`config.mk`:
```
export PLATFORM = sky130hd
export DESIGN_NAME = uart_bcd_line_sender
export DESIGN_NICKNAME = d
export VERILOG_FILES = /design/src/rtl/uart_bcd_line_sender.sv
export SDC_FILE = /design/constraint.sdc
export NUM_CORES = 1
export LEC_CHECK = 0
export CAP_MARGIN = 20
export CORE_ASPECT_RATIO = 1.1
export CORE_UTILIZATION = 43
export CTS_BUF_LIST = sky130_fd_sc_hd__clkbuf_2
export DETAILED_ROUTE_END_ITERATION = 12
export PLACE_DENSITY = 0.67
export REMOVE_ABC_BUFFERS = 1
export SLEW_MARGIN = 5
export SYNTH_ARGS = -nofsm -noshare
export SYNTH_HDL_FRONTEND = slang
export SYNTH_SLANG_ARGS = --single-unit
```
`constraint.sdc`:
```
create_clock -name clock -period 4.6 [get_ports clock]
set_clock_uncertainty 0.15 [all_clocks]
set_input_delay 0.92 -clock clock [delete_from_list [all_inputs] [get_ports clock]]
set_output_delay 0.92 -clock clock [all_outputs]
set_load 0.005 [all_outputs]
```
`src/rtl/uart_bcd_line_sender.sv`:
```
// Streams one line "DDDDDD<sep>DDDDDD\r\n" built from two latched BCD fields to a
// byte UART, handing over each byte only after the transmitter's busy flag has cycled.
module uart_bcd_line_sender #(
   parameter bit          LEADING_ZERO_BLANKING = 1'b0,
   parameter logic [7:0]  SEPARATOR             = 8'h20,
   parameter int unsigned BUSY_RISE_TIMEOUT     = 4
) (
   input  logic        clock,
   input  logic        reset_active_low,
   input  logic        start,
   input  logic [23:0] field1_bcd,
   input  logic [23:0] field2_bcd,
   input  logic        uart_busy,
   output logic        uart_wr,
   output logic [7:0]  uart_data,
   output logic        ready,
   output logic        line_done,
   output logic [7:0]  dropped_starts
);

   typedef enum logic [2:0] {IDLE, STROBE, WAIT_HI, WAIT_LO, DONE} state_t;

   localparam int unsigned   TW       = (BUSY_RISE_TIMEOUT > 1) ? $clog2(BUSY_RISE_TIMEOUT) : 1;
   localparam logic [TW-1:0] HI_LAST  = TW'(BUSY_RISE_TIMEOUT - 1);
   localparam logic [3:0]    LAST_IDX = 4'd14;

   state_t        r_state;
   state_t        w_state_nx;
   logic [3:0]    r_index;
   logic [23:0]   r_field1;
   logic [23:0]   r_field2;
   logic [7:0]    r_data_hold;
   logic          r_ready;
   logic [7:0]    r_dropped;
   logic [TW-1:0] r_hi_cnt;
   logic          w_accept;
   logic          w_wr;
   logic [7:0]    w_byte;

   // A zero digit is blanked only while every more-significant digit is also zero;
   // an invalid nybble is nonzero, so it ends the run, and the last digit always prints.
   function automatic logic [7:0] encode_digit(input logic [23:0] field, input int unsigned pos);
      logic [3:0] nyb;
      logic       leading;
      leading = 1'b1;
      for (int unsigned k = 0; k < 5; k++) begin
         if (k < pos && field[23-4*k -: 4] != 4'h0) leading = 1'b0;
      end
      nyb = field[23-4*pos -: 4];
      if (nyb > 4'd9) return 8'h3F;
      if (LEADING_ZERO_BLANKING && leading && nyb == 4'h0 && pos != 5) return 8'h20;
      return {4'h3, nyb};
   endfunction

   always_comb begin
      w_byte = 8'h0A;
      case (r_index) inside
         [4'd0:4'd5]:  w_byte = encode_digit(r_field1, 32'(r_index));
         4'd6:         w_byte = SEPARATOR;
         [4'd7:4'd12]: w_byte = encode_digit(r_field2, 32'(r_index - 4'd7));
         4'd13:        w_byte = 8'h0D;
         default:      w_byte = 8'h0A;
      endcase
   end

   assign w_accept = start && r_ready;

   // NOTE: every signal written here gets a default first, so no path leaves one unassigned
   // and no latch is inferred.
   always_comb begin
      w_state_nx = r_state;
      w_wr       = 1'b0;
      case (r_state)
         IDLE:    if (w_accept) w_state_nx = STROBE;
         STROBE:  if (!uart_busy) begin
                     w_wr       = 1'b1;
                     w_state_nx = WAIT_HI;
                  end
         WAIT_HI: if (uart_busy || r_hi_cnt == HI_LAST) w_state_nx = WAIT_LO;
         WAIT_LO: if (!uart_busy) w_state_nx = (r_index == LAST_IDX) ? DONE : STROBE;
         DONE:    w_state_nx = IDLE;
         default: w_state_nx = IDLE;
      endcase
   end

   // NOTE: state is updated with non-blocking assignments so every register samples
   // the pre-edge values of the others.
   always_ff @(posedge clock or negedge reset_active_low) begin
      if (!reset_active_low) begin
         r_state     <= IDLE;
         r_index     <= 4'd0;
         r_field1    <= 24'h0;
         r_field2    <= 24'h0;
         r_data_hold <= 8'h20;
         r_ready     <= 1'b1;
         r_dropped   <= 8'h00;
         r_hi_cnt    <= '0;
      end else begin
         r_state <= w_state_nx;

         if (w_accept) begin
            r_field1 <= field1_bcd;
            r_field2 <= field2_bcd;
            r_index  <= 4'd0;
            r_ready  <= 1'b0;
         end else if (r_state == DONE) begin
            r_ready <= 1'b1;
         end

         if (start && !r_ready && r_dropped != 8'hFF) r_dropped <= r_dropped + 8'd1;

         if (r_state == WAIT_LO && !uart_busy && r_index != LAST_IDX) r_index <= r_index + 4'd1;

         r_hi_cnt <= (r_state == WAIT_HI) ? r_hi_cnt + 1'b1 : '0;

         if (w_wr) r_data_hold <= w_byte;
      end
   end

   // The byte is presented combinationally in its strobe cycle and then held until the next one.
   assign uart_wr        = w_wr;
   assign uart_data      = w_wr ? w_byte : r_data_hold;
   assign ready          = r_ready;
   assign line_done      = (r_state == DONE);
   assign dropped_starts = r_dropped;

endmodule

```
==> metrics.md <==
| Metric | Value |
|---|---|
| Maximum vdd drop | `228.9 uV` |
| Critical path arrival | `3.38 ns` |
| Required @ worst endpoint | `3.53 ns` |
| Crit-path cells | `ha_2 -> xor2_2 -> ha_4 -> mux2_2 -> a31oi_4 -> o211a_1 -> nor3_1 -> a221o_1 -> clkdlybuf4s50_1` |
| Cell Rows | `34` |
| Post-CTS Hold Fix Bufs | `0` |
| Slowest stage delay, CP | `0.49 ns` |
| Pleak | `2.186 nW` |
| Clock Sinks | `74` |
| Clk Latency, worst-skew pair | `0.51 ns` |
| Worst slew pin tran | `0.9126 ns` |
| Period utilization | `0.9671` |
| Ratio of cells with drive above 1 in the final layout | `0.2781` |
| Yosys reg bits | `74` |
| Final Max Tran Viols | `0` |
| Global placer's final weighted congestion | `0.8301` |
| Final #Nets | `431` |
| DP Wirelength | `5117 microns` |
| Final setup vio count | `0` |
| Final hold slack | `0.3065 ns` |
| Ys Warns | `0` |
| TritonCTS clock tree | `yes` |
| Sequential share of the synthesized area | `0.5091` |
| Residual DRC | `0` |
| Initial antenna violation count | `0` |
| Relative slew slack | `0.3916` |
| Tightest Hold Check Type | `flop to flop` |
| Leading area contributor after synthesis | `dfrtp_1` |
| Post-Synthesis Cells | `293` |
| Post-synth EDFFs | `0` |
| Mean Syn Cell Area | `12.43 sq um` |
| Port Buffers | `70` |
| 1st-pass router iterations | `4` |
| Hold Crit Depth | `1` |
| Async SR Flop Fraction | `1.000` |
| Power per standard cell area | `481.4 mW/mm^2` |
| Global Route Usage Sum | `0.1739` |
| Fmax | `224.8 MHz` |
| Clk buf depth | `2` |
| 1st-iter DRT viols | `130` |
| Die area | `0.008843 sq mm` |
| Pre-CTS setup slack | `0.1983 ns` |
| TNS Setup | `0 ns` |
| Max-cap violations | `0` |
| DRT antenna net count | `0` |
| Area Overhead vs Synth | `30.85%` |
| Final Routed Wirelength | `7141 microns` |
| Minimum clock period | `4.449 ns` |
| Worst-path fanout max | `8` |
| Via density | `5.224` |
| Synth top area share | `0.4947` |
| CP max-delay cell | `dfrtp_2` |
| Post-Layout Cell Count | `482` |
| Min setup slack post-route | `0.1512 ns` |
| Most area-consuming cells after synthesis | `dfrtp_1 (49%), mux2_2 (17%), mux2i_1 (3.8%)` |
| Die Ht | `98.53 microns` |
| DP Cell Count | `462` |
| Total number of vias | `2518` |
| Cts bufs inserted | `9` |
| Diodes inserted | `0` |
| Final Hold Vio Count | `0` |
| Kind of critical path | `flop to output pin` |
| Setup crit end kind | `output pin` |
| Synth Flop Type | `dfrtp_1` |
| Die Wd | `89.75 microns` |
| Number of global-route vias before repair | `2564` |
| Status | `finished clean` |
| H-Tree Depth | `3` |
| R2R cell count | `8` |
| Largest net degree at the start of global routing | `75` |
| Core Area | `0.008040 sq mm` |
| Initial core utilization | `0.4530` |
| Clock slew at the register clock pins of the worst setup and hold paths | `0.19 ns` |
| Tot Pwr | `2.294 mW` |
| Drt wl/cell | `14.82 microns` |
| CP Launch Type | `flop` |
| Clock root buffer | `clkbuf_2` |
| Num ports | `71` |
| Total global routing overflow | `0` |
| First-pass GRT wire length | `12120 microns` |
| Distinct cells, synth | `47` |
| Syn Std Cell Area | `0.003642 sq mm` |
[state kept, by name (all words and copies together) (netlist names)]
| signal | flops |
|---|---|
| r_field2 | 24 |
| r_data_hold | 8 |
| r_hi_cnt | 2 |
| r_state | 3 |
| dropped_starts | 8 |
| r_index | 4 |
| ready | 1 |
| r_field1 | 24 |
[cells in the mapped netlist, types with 6 or more instances]
cell and instances:
o21ai_0 14, ha_1 10, dfrtp_1 72, inv_1 8
a31oi_1 7, nor2_1 8, xnor2_1 7, nand2b_1 7
mux2i_1 14, o22ai_1 6, mux2_2 55, a21oi_1 7
nand3_1 7, nand2_1 13
[final timing paths]
path,slack [ns],start,end
setup / recovery,0.15,r_index[0],uart_data[2]
hold / removal,0.31,r_hi_cnt[0],r_hi_cnt[0]
setup reg to reg,1.92,r_index[0],r_data_hold[2]
hold reg to reg,0.31,r_hi_cnt[0],r_hi_cnt[0]
max in group asynchronous,3.28,reset_active_low,r_index[1]
min in group asynchronous,0.32,reset_active_low,dropped_starts[3]
[critical path, delay by kind of cell, from the launching register on]
kind,cells,cell delay [ns]
AOI/OAI and AO/OA,3,0.69
xor gates and xnor gates,1,0.20
and+or+nand+nor,1,0.05
buffers and inverters,1,0.45
muxes,1,0.38
DFF,1,0.49
adders and majority gates,2,0.61
[layer usage]
metal / global-route usage / wire [microns] / up-vias
li1: - / - / 1222
met1: 0.2248 / 3277 / 1235
met2: 0.2846 / 3518 / 53
met3: 0.03549 / 232 / 8
met4: 0.07566 / 112 / 0
met5: 0 / 0 / -
[cell families (layout without fill, tap and decap cells)]
family	after synthesis	after routing	share of synthesized area
DFF	74	74	0.5091
and+or+nand+nor	56	56	0.08622
adders and majority gates	11	11	0.03710
muxes	71	71	0.2209
xor gates and xnor gates	10	10	0.02405
AOI/OAI and AO/OA	51	51	0.09619
buffers and inverters	20	101	0.02645
[what timing repair did]
item                                    CTS  global route
setup buffers                             2             2
pin swaps                                 0             3
endpoints found under the setup margin    4             4
gates resized for setup                   9            19
[power breakdown]
part,internal [mW],switching (mW)
logic,0.490,0.442
registers,0.747,0.110
clock network,0.284,0.222
[cell type report]
| cell class | count | area, sq um |
|---|---|---|
| Fill cell | 653 | 3274 |
| Sequential cell | 74 | 1858 |
| Multi-Input combinational cell | 199 | 1808 |
| Timing Repair Buffer | 77 | 750.7 |
| Tap cell | 108 | 135.1 |
| Clock inverter | 7 | 131.4 |
| Clock buffer | 9 | 45.04 |
| Inverter | 8 | 37.54 |
[cell usage in the layout (no fill, tap or decap), types with 2 or more instances in the layout]
cell type / Yosys / routed
or3_1: 2 / 2
nor3b_1: 3 / 3
nand2_2: 0 / 2
buf_4: 0 / 8
inv_1: 8 / 6
a31oi_1: 7 / 4
mux2_2: 55 / 55
a31oi_4: 0 / 3
nor2_1: 8 / 8
and2_1: 4 / 4
o22ai_1: 6 / 3
a21o_1: 3 / 3
o22ai_2: 0 / 3
a211oi_1: 2 / 2
nand2b_1: 7 / 7
a21oi_1: 7 / 6
o21ai_0: 14 / 14
and3_4: 2 / 2
xor2_1: 3 / 2
bufinv_16: 0 / 4
nand2_1: 13 / 11
clkbuf_2: 0 / 9
nand4_1: 2 / 2
clkinv_1: 0 / 3
ha_1: 10 / 7
dfrtp_2: 0 / 3
dfstp_2: 2 / 2
nand3_1: 7 / 7
dfrtp_1: 72 / 69
mux2i_1: 14 / 13
a21boi_0: 2 / 2
ha_4: 0 / 2
xnor2_1: 7 / 7
mux4_2: 2 / 2
clkdlybuf4s50_1: 0 / 69
[per-stage QoR]
| step | area (sq um) | util |
|---|---|---|
| floorplan | 3576 | - |
| global placement | 4434 | 0.5515 |
| detailed placement | 4434 | 0.5515 |
| CTS | 4658 | 0.5794 |
| global route | 4766 | 0.5927 |
| finish | 4766 | 0.5927 |
(Power assumes the default switching activity.)
